==> src/rtl/mips_pkg.sv <==
// Shared MIPS datapath definitions: writeback-kind encoding and default data width.
package mips_pkg;

  localparam int unsigned DATA_WIDTH = 32;

  typedef enum logic [2:0] {
    WB_NONE = 3'd0,
    WB_ALU  = 3'd1,
    WB_HILO = 3'd2,
    WB_MFHI = 3'd3,
    WB_MFLO = 3'd4
  } wb_kind_t;

endpackage

==> src/rtl/alu_out_stage_if.sv <==
// ALU output stage bus: upstream ALU transaction, downstream result handshake, HI/LO view.
interface alu_out_stage_if #(
  parameter int unsigned WIDTH = mips_pkg::DATA_WIDTH
);
  logic             in_valid;
  logic             in_ready;
  logic [2:0]       in_wb;
  logic [WIDTH-1:0] result;
  logic [WIDTH-1:0] result_hi;
  logic             branch_taken;
  logic             out_valid;
  logic             out_ready;
  logic [WIDTH-1:0] out_data;
  logic             out_branch;
  logic [WIDTH-1:0] hi_q;
  logic [WIDTH-1:0] lo_q;

  modport master (
    output in_valid, in_wb, result, result_hi, branch_taken, out_ready,
    input  in_ready, out_valid, out_data, out_branch, hi_q, lo_q
  );

  modport slave (
    input  in_valid, in_wb, result, result_hi, branch_taken, out_ready,
    output in_ready, out_valid, out_data, out_branch, hi_q, lo_q
  );
endinterface

==> src/rtl/skid_fifo2.sv <==
// Two-entry in-order FIFO; head entry is always entry0, and empty slots read as zero.
module skid_fifo2 #(
  parameter int unsigned WIDTH = 33
) (
  input  logic             clk,
  input  logic             rst_n,
  input  logic             push_i,
  input  logic [WIDTH-1:0] din_i,
  input  logic             pop_i,
  output logic [WIDTH-1:0] dout_o,
  output logic             full_o,
  output logic             empty_o
);
  logic [1:0]       count_q, count_d;
  logic [WIDTH-1:0] entry0_q, entry0_d;
  logic [WIDTH-1:0] entry1_q, entry1_d;
  logic             do_push, do_pop;

  assign full_o  = (count_q == 2'd2);
  assign empty_o = (count_q == 2'd0);
  assign dout_o  = entry0_q;
  assign do_push = push_i & ~full_o;
  assign do_pop  = pop_i & ~empty_o;

  always_comb begin
    count_d  = count_q;
    entry0_d = entry0_q;
    entry1_d = entry1_q;
    case ({do_push, do_pop})
      2'b10: begin
        if (count_q == 2'd0) entry0_d = din_i;
        else                 entry1_d = din_i;
        count_d = count_q + 2'd1;
      end
      2'b01: begin
        entry0_d = entry1_q;
        entry1_d = '0;
        count_d  = count_q - 2'd1;
      end
      // push needs not-full and pop needs not-empty, so occupancy is exactly one here
      2'b11: begin
        entry0_d = din_i;
        entry1_d = '0;
      end
      default: ;
    endcase
  end

  always_ff @(posedge clk or negedge rst_n) begin
    if (!rst_n) begin
      count_q  <= '0;
      entry0_q <= '0;
      entry1_q <= '0;
    end else begin
      count_q  <= count_d;
      entry0_q <= entry0_d;
      entry1_q <= entry1_d;
    end
  end
endmodule

==> src/rtl/alu_out_stage.sv <==
// ALU output stage: writeback decode, optional HI/LO registers, 2-entry result buffer.
// Define ALU_OUT_HILO_EN to build the HI/LO registers; otherwise HI/LO read as zero.
module alu_out_stage
  import mips_pkg::*;
#(
  parameter int unsigned WIDTH = DATA_WIDTH
) (
  input  logic           clk,
  input  logic           rst_n,
  alu_out_stage_if.slave bus
);
  logic             accept;
  logic             push;
  logic             pop;
  logic             load_hilo;
  logic [WIDTH-1:0] push_data;
  logic             push_branch;
  logic [WIDTH:0]   head;
  logic             full, empty;
  logic [WIDTH-1:0] hi_q, lo_q;

  assign accept = bus.in_valid & bus.in_ready;
  assign pop    = bus.out_valid & bus.out_ready;

  always_comb begin
    push        = 1'b0;
    load_hilo   = 1'b0;
    push_data   = '0;
    push_branch = 1'b0;
    if (accept) begin
      case (bus.in_wb)
        WB_ALU: begin
          push        = 1'b1;
          push_data   = bus.result;
          push_branch = bus.branch_taken;
        end
        WB_MFHI: begin
          push      = 1'b1;
          push_data = hi_q;
        end
        WB_MFLO: begin
          push      = 1'b1;
          push_data = lo_q;
        end
        WB_HILO: load_hilo = 1'b1;
        default: ;
      endcase
    end
  end

`ifdef ALU_OUT_HILO_EN
  logic [WIDTH-1:0] hi_d, lo_d;

  always_comb begin
    hi_d = hi_q;
    lo_d = lo_q;
    if (load_hilo) begin
      hi_d = bus.result_hi;
      lo_d = bus.result;
    end
  end

  always_ff @(posedge clk or negedge rst_n) begin
    if (!rst_n) begin
      hi_q <= '0;
      lo_q <= '0;
    end else begin
      hi_q <= hi_d;
      lo_q <= lo_d;
    end
  end
`else
  // Without HI/LO storage, WB_HILO degenerates to WB_NONE and moves read zero.
  logic unused_hilo;
  assign unused_hilo = ^{load_hilo, bus.result_hi};
  assign hi_q = '0;
  assign lo_q = '0;
`endif

  skid_fifo2 #(
    .WIDTH(WIDTH + 1)
  ) u_fifo (
    .clk    (clk),
    .rst_n  (rst_n),
    .push_i (push),
    .din_i  ({push_data, push_branch}),
    .pop_i  (pop),
    .dout_o (head),
    .full_o (full),
    .empty_o(empty)
  );

  assign bus.in_ready   = ~full;
  assign bus.out_valid  = ~empty;
  assign bus.out_data   = head[WIDTH:1];
  assign bus.out_branch = head[0];
  assign bus.hi_q       = hi_q;
  assign bus.lo_q       = lo_q;
endmodule

==> src/flat_wrapper.sv <==
// flat-port wrapper written by rule: the top's interface ports become plain ports
module alu_out_stage_flat import mips_pkg::*;
#(
  parameter int unsigned WIDTH = DATA_WIDTH
)
  (clk, rst_n, bus_in_valid, bus_in_wb, bus_result, bus_result_hi, bus_branch_taken, bus_out_ready, bus_in_ready, bus_out_valid, bus_out_data, bus_out_branch, bus_hi_q, bus_lo_q);
  alu_out_stage_if #(.WIDTH(WIDTH)) bus_i ();
  input  logic clk;
  input  logic rst_n;
  input wire logic [$bits(bus_i.in_valid)-1:0] bus_in_valid;
  input wire logic [$bits(bus_i.in_wb)-1:0] bus_in_wb;
  input wire logic [$bits(bus_i.result)-1:0] bus_result;
  input wire logic [$bits(bus_i.result_hi)-1:0] bus_result_hi;
  input wire logic [$bits(bus_i.branch_taken)-1:0] bus_branch_taken;
  input wire logic [$bits(bus_i.out_ready)-1:0] bus_out_ready;
  output wire logic [$bits(bus_i.in_ready)-1:0] bus_in_ready;
  output wire logic [$bits(bus_i.out_valid)-1:0] bus_out_valid;
  output wire logic [$bits(bus_i.out_data)-1:0] bus_out_data;
  output wire logic [$bits(bus_i.out_branch)-1:0] bus_out_branch;
  output wire logic [$bits(bus_i.hi_q)-1:0] bus_hi_q;
  output wire logic [$bits(bus_i.lo_q)-1:0] bus_lo_q;
  assign bus_i.in_valid = bus_in_valid;
  assign bus_i.in_wb = bus_in_wb;
  assign bus_i.result = bus_result;
  assign bus_i.result_hi = bus_result_hi;
  assign bus_i.branch_taken = bus_branch_taken;
  assign bus_i.out_ready = bus_out_ready;
  assign bus_in_ready = bus_i.in_ready;
  assign bus_out_valid = bus_i.out_valid;
  assign bus_out_data = bus_i.out_data;
  assign bus_out_branch = bus_i.out_branch;
  assign bus_hi_q = bus_i.hi_q;
  assign bus_lo_q = bus_i.lo_q;
  alu_out_stage #(.WIDTH(WIDTH)) u_core (.clk(clk), .rst_n(rst_n), .bus(bus_i));
endmodule
==> config.mk <==
export PLATFORM = sky130hd
export DESIGN_NAME = alu_out_stage_flat
export DESIGN_NICKNAME = d
export VERILOG_FILES = /design/src/rtl/mips_pkg.sv /design/src/rtl/alu_out_stage_if.sv /design/src/rtl/skid_fifo2.sv /design/src/rtl/alu_out_stage.sv /design/src/flat_wrapper.sv
export SDC_FILE = /design/constraint.sdc
export NUM_CORES = 1
export LEC_CHECK = 0
export BUFFER_PORTS_ARGS = -buffer_cell sky130_fd_sc_hd__buf_4
export CORE_MARGIN = 2
export CORE_UTILIZATION = 35
export DETAILED_ROUTE_END_ITERATION = 6
export GPL_TIMING_DRIVEN = 0
export HOLD_SLACK_MARGIN = 0.15
export REMOVE_ABC_BUFFERS = 1
export SYNTH_ARGS = -nofsm -noshare
export SYNTH_HDL_FRONTEND = slang
export SYNTH_HIERARCHICAL = 1
export SYNTH_SLANG_ARGS = --single-unit
==> constraint.sdc <==
create_clock -name clk -period 2.77 [get_ports clk]
set_input_delay 0.1385 -clock clk [delete_from_list [all_inputs] [get_ports clk]]
set_output_delay 0.1385 -clock clk [all_outputs]
set_load 0.05 [all_outputs]
# Word level (Yosys, flattened, before mapping)
# Index checks and enable logic that the tools add are counted.
[op_classes]
mux = 11
reduce_logical = 8
bitwise_logic = 6
n_addsub = 2
eq_ne = 9
[op_table]
columns = ["operator", "count"]
rows = [
  ["case mux 33 bit (3 select lines)", 1],
  ["2-to-1 mux 33 bit", 2],
  ["case mux 33 bit (2 select lines)", 1],
  ["2-to-1 mux 32 bit", 2],
  ["equality test 2 bit (second input constant)", 3],
  ["AND 1 bit", 4],
  ["2-to-1 mux 1 bit", 4],
  ["case mux 2 bit (2 select lines)", 1],
  ["AND reduction 2 bit", 2],
  ["nonzero test 2 bit", 2],
  ["equality test 3 x 1 -> 1 bit (second input constant)", 1],
  ["equality test 3 x 2 -> 1 bit (second input constant)", 1],
  ["equality test 3 bit (second input constant)", 1],
  ["nonzero test 3 bit", 1],
  ["OR reduction 3 bit", 1],
  ["adder 2 x 1 -> 2 bit (second input constant)", 1],
  ["equality test 2 x 1 -> 1 bit (second input constant)", 1],
  ["zero test 2 bit", 1],
  ["!= test 2 x 1 -> 1 bit (second input constant)", 1],
  ["!= test 2 bit (second input constant)", 1],
  ["NOT 1 bit", 2],
  ["OR reduction 2 bit", 1],
  ["subtractor 2 x 1 -> 2 bit (second input constant)", 1],
]
[totals]
output_inout_bits = 99
register_bits = 68

# Depth between registers and ports, before layout
[logic_depth]
word_depth = 9
depth_mapped = 14
ltp_nobuf = 10

# Hierarchy
# Netlist, hierarchy kept.
[by_module_without_submodules]
columns = ["mod", "n_inst", "area_per_inst_um2", "seq_area_each_um2", "cells_each"]
rows = [
  ["skid_fifo2", 1, 3020.4, 1701.6, 211],
  ["alu_out_stage", 1, 1071.0, 0.0, 147],
]

# Least setup slack after synthesis
# Ideal clock, no wire load.
[synth_path]
path_kind = "reg-to-reg"
from = "reg u_core.u_fifo.count_q[0]"
to = "reg u_core.u_fifo.entry0_q[0] (netlist: u_core/u_fifo/dout_o[0])"
synth_period_minus_slack_ps = 2706
slack_ps = 64
t_arrival_ps = 2578
required_time_ps = 2642
path_stages_with_launch = 12
n_path_buf = 3
cell_sequence = "dfrtp_1 -> nand2b_1 -> inv_1 -> nand2b_1 -> clkbuf_1 -> buf_2 -> a21oi_1 -> nand2_1 -> ha_1 -> clkbuf_1 -> mux2_2 -> mux2_1"
[synth_via]
elab_chain_len = 8
elab_cells_between_ends = 18
[synth_rtl]
columns = ["item", "line_no", "text"]
rows = [
  ["from (decl)", "skid_fifo2.sv:14", "logic [1:0] count_q, count_d;"],
  ["from (signal assigned)", "skid_fifo2.sv:55", "count_q <= count_d;"],
  ["equality test 2 bit *", "skid_fifo2.sv:19", "assign full_o = (count_q == 2'd2);"],
  ["net u_core.full", "alu_out_stage.sv:19", "logic full, empty;"],
  ["NOT 1 bit *", "alu_out_stage.sv:93", "assign bus.in_ready = ~full;"],
  ["AND 1 bit *", "alu_out_stage.sv:22", "assign accept = bus.in_valid & bus.in_ready;"],
  ["2-to-1 mux 1 bit *", "alu_out_stage.sv:30", "if (accept) begin"],
  ["net u_core.push", "alu_out_stage.sv:13", "logic push;"],
  ["AND 1 bit *", "skid_fifo2.sv:22", "assign do_push = push_i & ~full_o;"],
  ["equality test 2 bit / equality test 2 x 1 -> 1 bit (equally long branches)", "skid_fifo2.sv:29", "case ({do_push, do_pop})"],
  ["!= test 2 x 1 -> 1 bit (no line) / nonzero test 3 bit (equally long branches)", "n/a", ""],
  ["AND reduction 2 bit (no line)", "n/a", ""],
  ["to (signal assigned)", "skid_fifo2.sv:56", "entry0_q <= entry0_d;"],
  ["to (decl)", "skid_fifo2.sv:15", "logic [WIDTH-1:0] entry0_q, entry0_d;"],
]
# The timed path passes the listed nets; every way through them passes the cells marked *. The select of a mux whose other input is x is not followed.
# A chain may end at the register's enable or synchronous reset.

# Worst setup path in the final report
[layout_path]
from = "reg u_core.u_fifo.count_q[0]"
to = "reg u_core.u_fifo.entry1_q[3]"
[layout_via]
elab_chain_len = 9
elab_cells_between_ends = 19
[layout_rtl]
columns = ["item", "line_no", "text"]
rows = [
  ["equality test 2 bit *", "skid_fifo2.sv:19", ""],
  ["net u_core.full", "alu_out_stage.sv:19", ""],
  ["NOT 1 bit *", "alu_out_stage.sv:93", ""],
  ["AND 1 bit *", "alu_out_stage.sv:22", ""],
  ["2-to-1 mux 1 bit *", "alu_out_stage.sv:30", ""],
  ["net u_core.push", "alu_out_stage.sv:13", ""],
  ["AND 1 bit *", "skid_fifo2.sv:22", ""],
  ["equality test 2 bit / equality test 2 x 1 -> 1 bit (equally long branches)", "skid_fifo2.sv:29", ""],
  ["OR reduction 2 bit (no line)", "n/a", ""],
  ["nonzero test 2 bit (no line)", "n/a", ""],
  ["AND reduction 2 bit (no line)", "n/a", ""],
  ["to (signal assigned)", "skid_fifo2.sv:57", "entry1_q <= entry1_d;"],
  ["to (decl)", "skid_fifo2.sv:16", "logic [WIDTH-1:0] entry1_q, entry1_d;"],
]
# Marks and branches as above.

==> impl_summary.txt <==
----------------------------------------------------
[Hold path]
  Min-delay src ... bus_result[21]
  Path category of the worst min-delay check ... primary input to register
  Number of cells traversed by the worst hold path ... 4
  Hold Crit Endpoint ... u_core/u_fifo/entry1_q[22]

[Routing]
  Met3 wire len ... around 500 µm
  Routed Antenna Nets ... 0
  Final routed wire length divided by cell count ... 13.6 µm
  DRC ... 0
  DRT Pass-1 Iters ... 4
  Initial DRC count ... slightly below 80
  Post-Route M1 WL ... about 3400 µm
  Via count ... ~2,600
  Met2 layer wire length in the routed design ... roughly 3800 µm
  Total wirelength of the detailed-routed design ... 7810 µm
  Vias per inst ... roughly 4.5
  Uppermost layer routed ... met4

[Final layout]
  Most common library cell in the layout ignoring fill and taps ... sky130_fd_sc_hd__buf_4
  Sequential Area ... approximately 0.0017 mm²
  Number of antenna cells inserted ... 0
  Final core occ ... ~43%
  Nets ... 503
  Layout cells sized above 1 ... a little under half
  Area of the multi-input gates ... 0.00191 mm²
  Highest-count cells in the layout ignoring fill and taps ... 74 x sky130_fd_sc_hd__buf_4, 68 x sky130_fd_sc_hd__dfrtp_1, 64 x sky130_fd_sc_hd__conb_1
  Filler instances ... around 1,100
  Layout overhead on the synthesized area ... 19.3%

[Global routing]
  Sum of overflow across all layers after global routing ... 0
  Antenna violations before repair ... 0
  Number of global-route vias before repair ... between 2,000 and 3,000
  Pin count of the biggest net entering global routing ... 69
  GRT Util Overall ... between 10% and 20%
  Global-route wire length before repair ... approximately 13,000 µm

[Timing]
  Tmin final ... roughly 2.6 ns
  Slew margin rel. ... a little over two fifths
  Slew at the pin closest to its max-slew limit ... roughly 0.87 ns
  Number of endpoints failing setup at the final stage ... 0
  Upper clock frequency limit ... roughly 380 MHz
  Setup tns final ... 0 ns
  Final Hold Violating Endpoints ... 0
  Max-slew violation count ... 0
  Portion of the clock cycle consumed by the worst path in the final layout ... approximately 94%
  Setup clock skew after layout ... between 0.006 and 0.007 ns

[Floorplanning]
  Core area ... ~0.011 mm²
  Die outline height ... approximately 110 µm
  Top-level I/O count ... 171
  Effective utilization at floorplan ... between 30% and 40%
  Number of cell rows ... 39
  Overall die width ... approximately 110 µm
  DIE AREA ... between 0.01 and 0.015 mm²

[Synthesis]
  Cell taking the most area after synthesis ... sky130_fd_sc_hd__dfrtp_1
  #FFs+latches synth ... 68
  Number of cells produced by synthesis ... 358
  Post-synthesis sequential area ratio ... 41.6%
  Distinct cell type count after synthesis ... 34
  Yosys warning count ... 6
  Top area cells in the synthesized netlist ... sky130_fd_sc_hd__dfrtp_1 42%, sky130_fd_sc_hd__mux2_2 17%, sky130_fd_sc_hd__buf_4 12%
  Most instantiated flip-flop cell in the synthesis netlist ... sky130_fd_sc_hd__dfrtp_1
  Synthesized area per cell ... 11.4 µm²
  Post-synthesis async set-or-reset flop share ... between 90% and 100%
  Number of enable flip-flop cells after synthesis ... 0
  Post-synth top area share ... about two fifths
  Mapped cell area ... 0.00409 mm²

[Run]
  Max-cap violations ... 0

[Clocking]
  Number of buffers created by CTS ... 9
  Maximum level of the CTS H-tree ... 3
  Root cell of the clock tree ... sky130_fd_sc_hd__clkbuf_16
  Number of sinks handled by clock tree synthesis ... slightly below 70
  CTS clk-pin slew, worst paths ... approximately 0.060 ns
  Clock latency on the worst-skew pair ... 0.32 ns
  CTS Buffer Depth ... 2
  TritonCTS clock tree ... done

[Power]
  Net switching share of the total power ... 40.3%
  Peak supply drop ... just over 600 µV
  Clock network fraction of design power ... approximately a quarter
  Share of total power in sequential cells ... a little under a third
  Part of the total power dissipated in combinational logic ... 42.7%
  Internal power component ... 2.20 mW
  Power density of the placed cells ... ~750 mW/mm²
  Net switching power of the design ... 1.48 mW
  Standby leakage power ... about 2.5 nW

[Setup path]
  Crit path capture type ... register
  Cell chain of the critical path ... nand2b_1 > inv_1 > nand2b_4 > a21oi_4 > nand2_1 > inv_1 > ha_2 > nor3b_4 > buf_8 > a22o_1
  CP Launch Type ... register
  Worst R2R Path Depth ... 10
  Arrival time worst endpoint ... between 2 and 3 ns
  Cell with the biggest individual delay on the critical path ... sky130_fd_sc_hd__dfrtp_1
  Capture point of the worst reg-to-reg path ... u_core/u_fifo/entry1_q[3]
  Reg-to-Reg Start ... u_core/u_fifo/count_q[0]
  Required time of the critical path ... 3.03 ns
  Largest driver fanout on the critical path ... 18
  Kind of critical path ... register to register
  Cell with the most instances on the worst path ... sky130_fd_sc_hd__inv_1
  Reg-to-reg slack, setup ... about 0.16 ns
  Delay of the slowest cell on the worst path ... between 0.4 and 0.5 ns

[Run status]
  Run status ... finished clean

[Place]
  Number of input and output port buffers inserted ... 74
  GPL Wtd Cong ... a little over 0.7
  HPWL after detailed placement ... ~5200 µm

----------------------------------------------------
[power by group through the flow]
stage                     Clock, mW  Combinational [mW]  Sequential, mW
after floorplan                   0               0.847            1.31
after global placement            0                1.36            1.14
after detailed placement          0                1.44            1.14
after CTS                      1.03                1.52            1.12
after global routing           1.07                1.67            1.14
final                         0.983                1.57            1.13
[cell families (layout without fill, tap and decap cells)]
family / Yosys count / count (layout) / synth area share [%]
buffers and inverters: 125 / 135 / 19.7
DFF: 68 / 68 / 41.6
muxes: 66 / 66 / 18.2
and+or+nand+nor: 52 / 52 / 11.0
AOI/OAI and AO/OA: 40 / 41 / 7.95
adders and majority gates: 3 / 3 / 0.918
xor gates and xnor gates: 3 / 3 / 0.642
other: 1 / 64 / 0.0917
[sequential cells by signal (all words and copies together) (netlist names)]
signal / flops
u_core/u_fifo/count_q: 2
u_core/u_fifo/entry1_q: 33
u_core/u_fifo/dout_o: 33
[timing repair]
| item | in CTS | in global routing |
|---|---|---|
| buffers inserted | 1 | 1 |
| setup endpoints to repair | 63 | 62 |
| hold endpoints to repair | 68 | 0 |
| cloned | 1 | 0 |
| hold buffers | 1 | 0 |
| resized for setup | 8 | 5 |
| pin swaps | 0 | 1 |
[synthesized netlist by cell type, types with 2 or more instances]
cell	count
sky130_fd_sc_hd__buf_6	5
sky130_fd_sc_hd__ha_1	3
sky130_fd_sc_hd__inv_1	37
sky130_fd_sc_hd__nor2b_1	5
sky130_fd_sc_hd__nor3_1	3
sky130_fd_sc_hd__nor3_2	28
sky130_fd_sc_hd__o21ai_0	5
sky130_fd_sc_hd__dfrtp_1	68
sky130_fd_sc_hd__clkbuf_1	4
sky130_fd_sc_hd__a31oi_1	4
sky130_fd_sc_hd__buf_12	2
sky130_fd_sc_hd__mux2_2	61
sky130_fd_sc_hd__a22o_1	29
sky130_fd_sc_hd__buf_2	8
sky130_fd_sc_hd__nand2_1	5
sky130_fd_sc_hd__mux2_1	5
sky130_fd_sc_hd__xnor2_1	2
sky130_fd_sc_hd__nand2b_1	2
sky130_fd_sc_hd__nor3_4	2
sky130_fd_sc_hd__inv_2	2
sky130_fd_sc_hd__buf_4	65
[routing by layer]
layer	vias to the layer above	global-route usage, %
met2	103	20.0
met1	1273	17.2
li1	1218	-
met4	0	4.31
met5	-	0
met3	6	3.08
[critical path, delay by kind of cell, from the launching register on]
| family | cells | cell delay, ns |
|---|---|---|
| adders and majority gates | 1 | 0.33 |
| buffers and inverters | 3 | 0.37 |
| AOI/OAI and AO/OA | 2 | 0.44 |
| DFF | 1 | 0.41 |
| and+or+nand+nor | 4 | 0.99 |
[stage by stage]
stage          cell area (µm²)  cells  power, mW  hold slack (ns)  worst slack [ns]
2_1_floorplan             3670    335       2.15           -0.157             -1.74
3_3_place_gp              4400    552       2.49            0.308             -3.56
3_5_place_dp              4500    556       2.58            0.312            -0.648
4_1_cts                   4830    574       3.67            0.229            0.0225
5_1_grt                   4880    575       3.88            0.247           -0.0165
6_report                  4880    575       3.68            0.248             0.163
[worst max-delay path by stage]
stage | startpoint | slack (ns) | depth (start not counted) | end
after floorplan | u_core/u_fifo/count_q[0] | -1.74 | 9 | u_core/u_fifo/entry1_q[0]
after global placement | u_core/u_fifo/count_q[0] | -3.56 | 9 | u_core/u_fifo/entry1_q[21]
after detailed placement | u_core/u_fifo/count_q[0] | -0.65 | 8 | u_core/u_fifo/dout_o[14]
after CTS | u_core/u_fifo/count_q[0] | 0.02 | 8 | u_core/u_fifo/dout_o[30]
after global routing | u_core/u_fifo/count_q[0] | -0.02 | 10 | u_core/u_fifo/entry1_q[8]
final | u_core/u_fifo/count_q[0] | 0.16 | 10 | u_core/u_fifo/entry1_q[3]
[final cells by class]
cell class	count	share of cell area [%]
sequential	68	34.9
inverter	39	3.00
timing repair buffer	81	14.1
tap	143	3.66
multi-input combinational	229	39.2
clock buffer	13	4.92
clock inverter	2	0.256
Power figures use the tool's default switching activity.
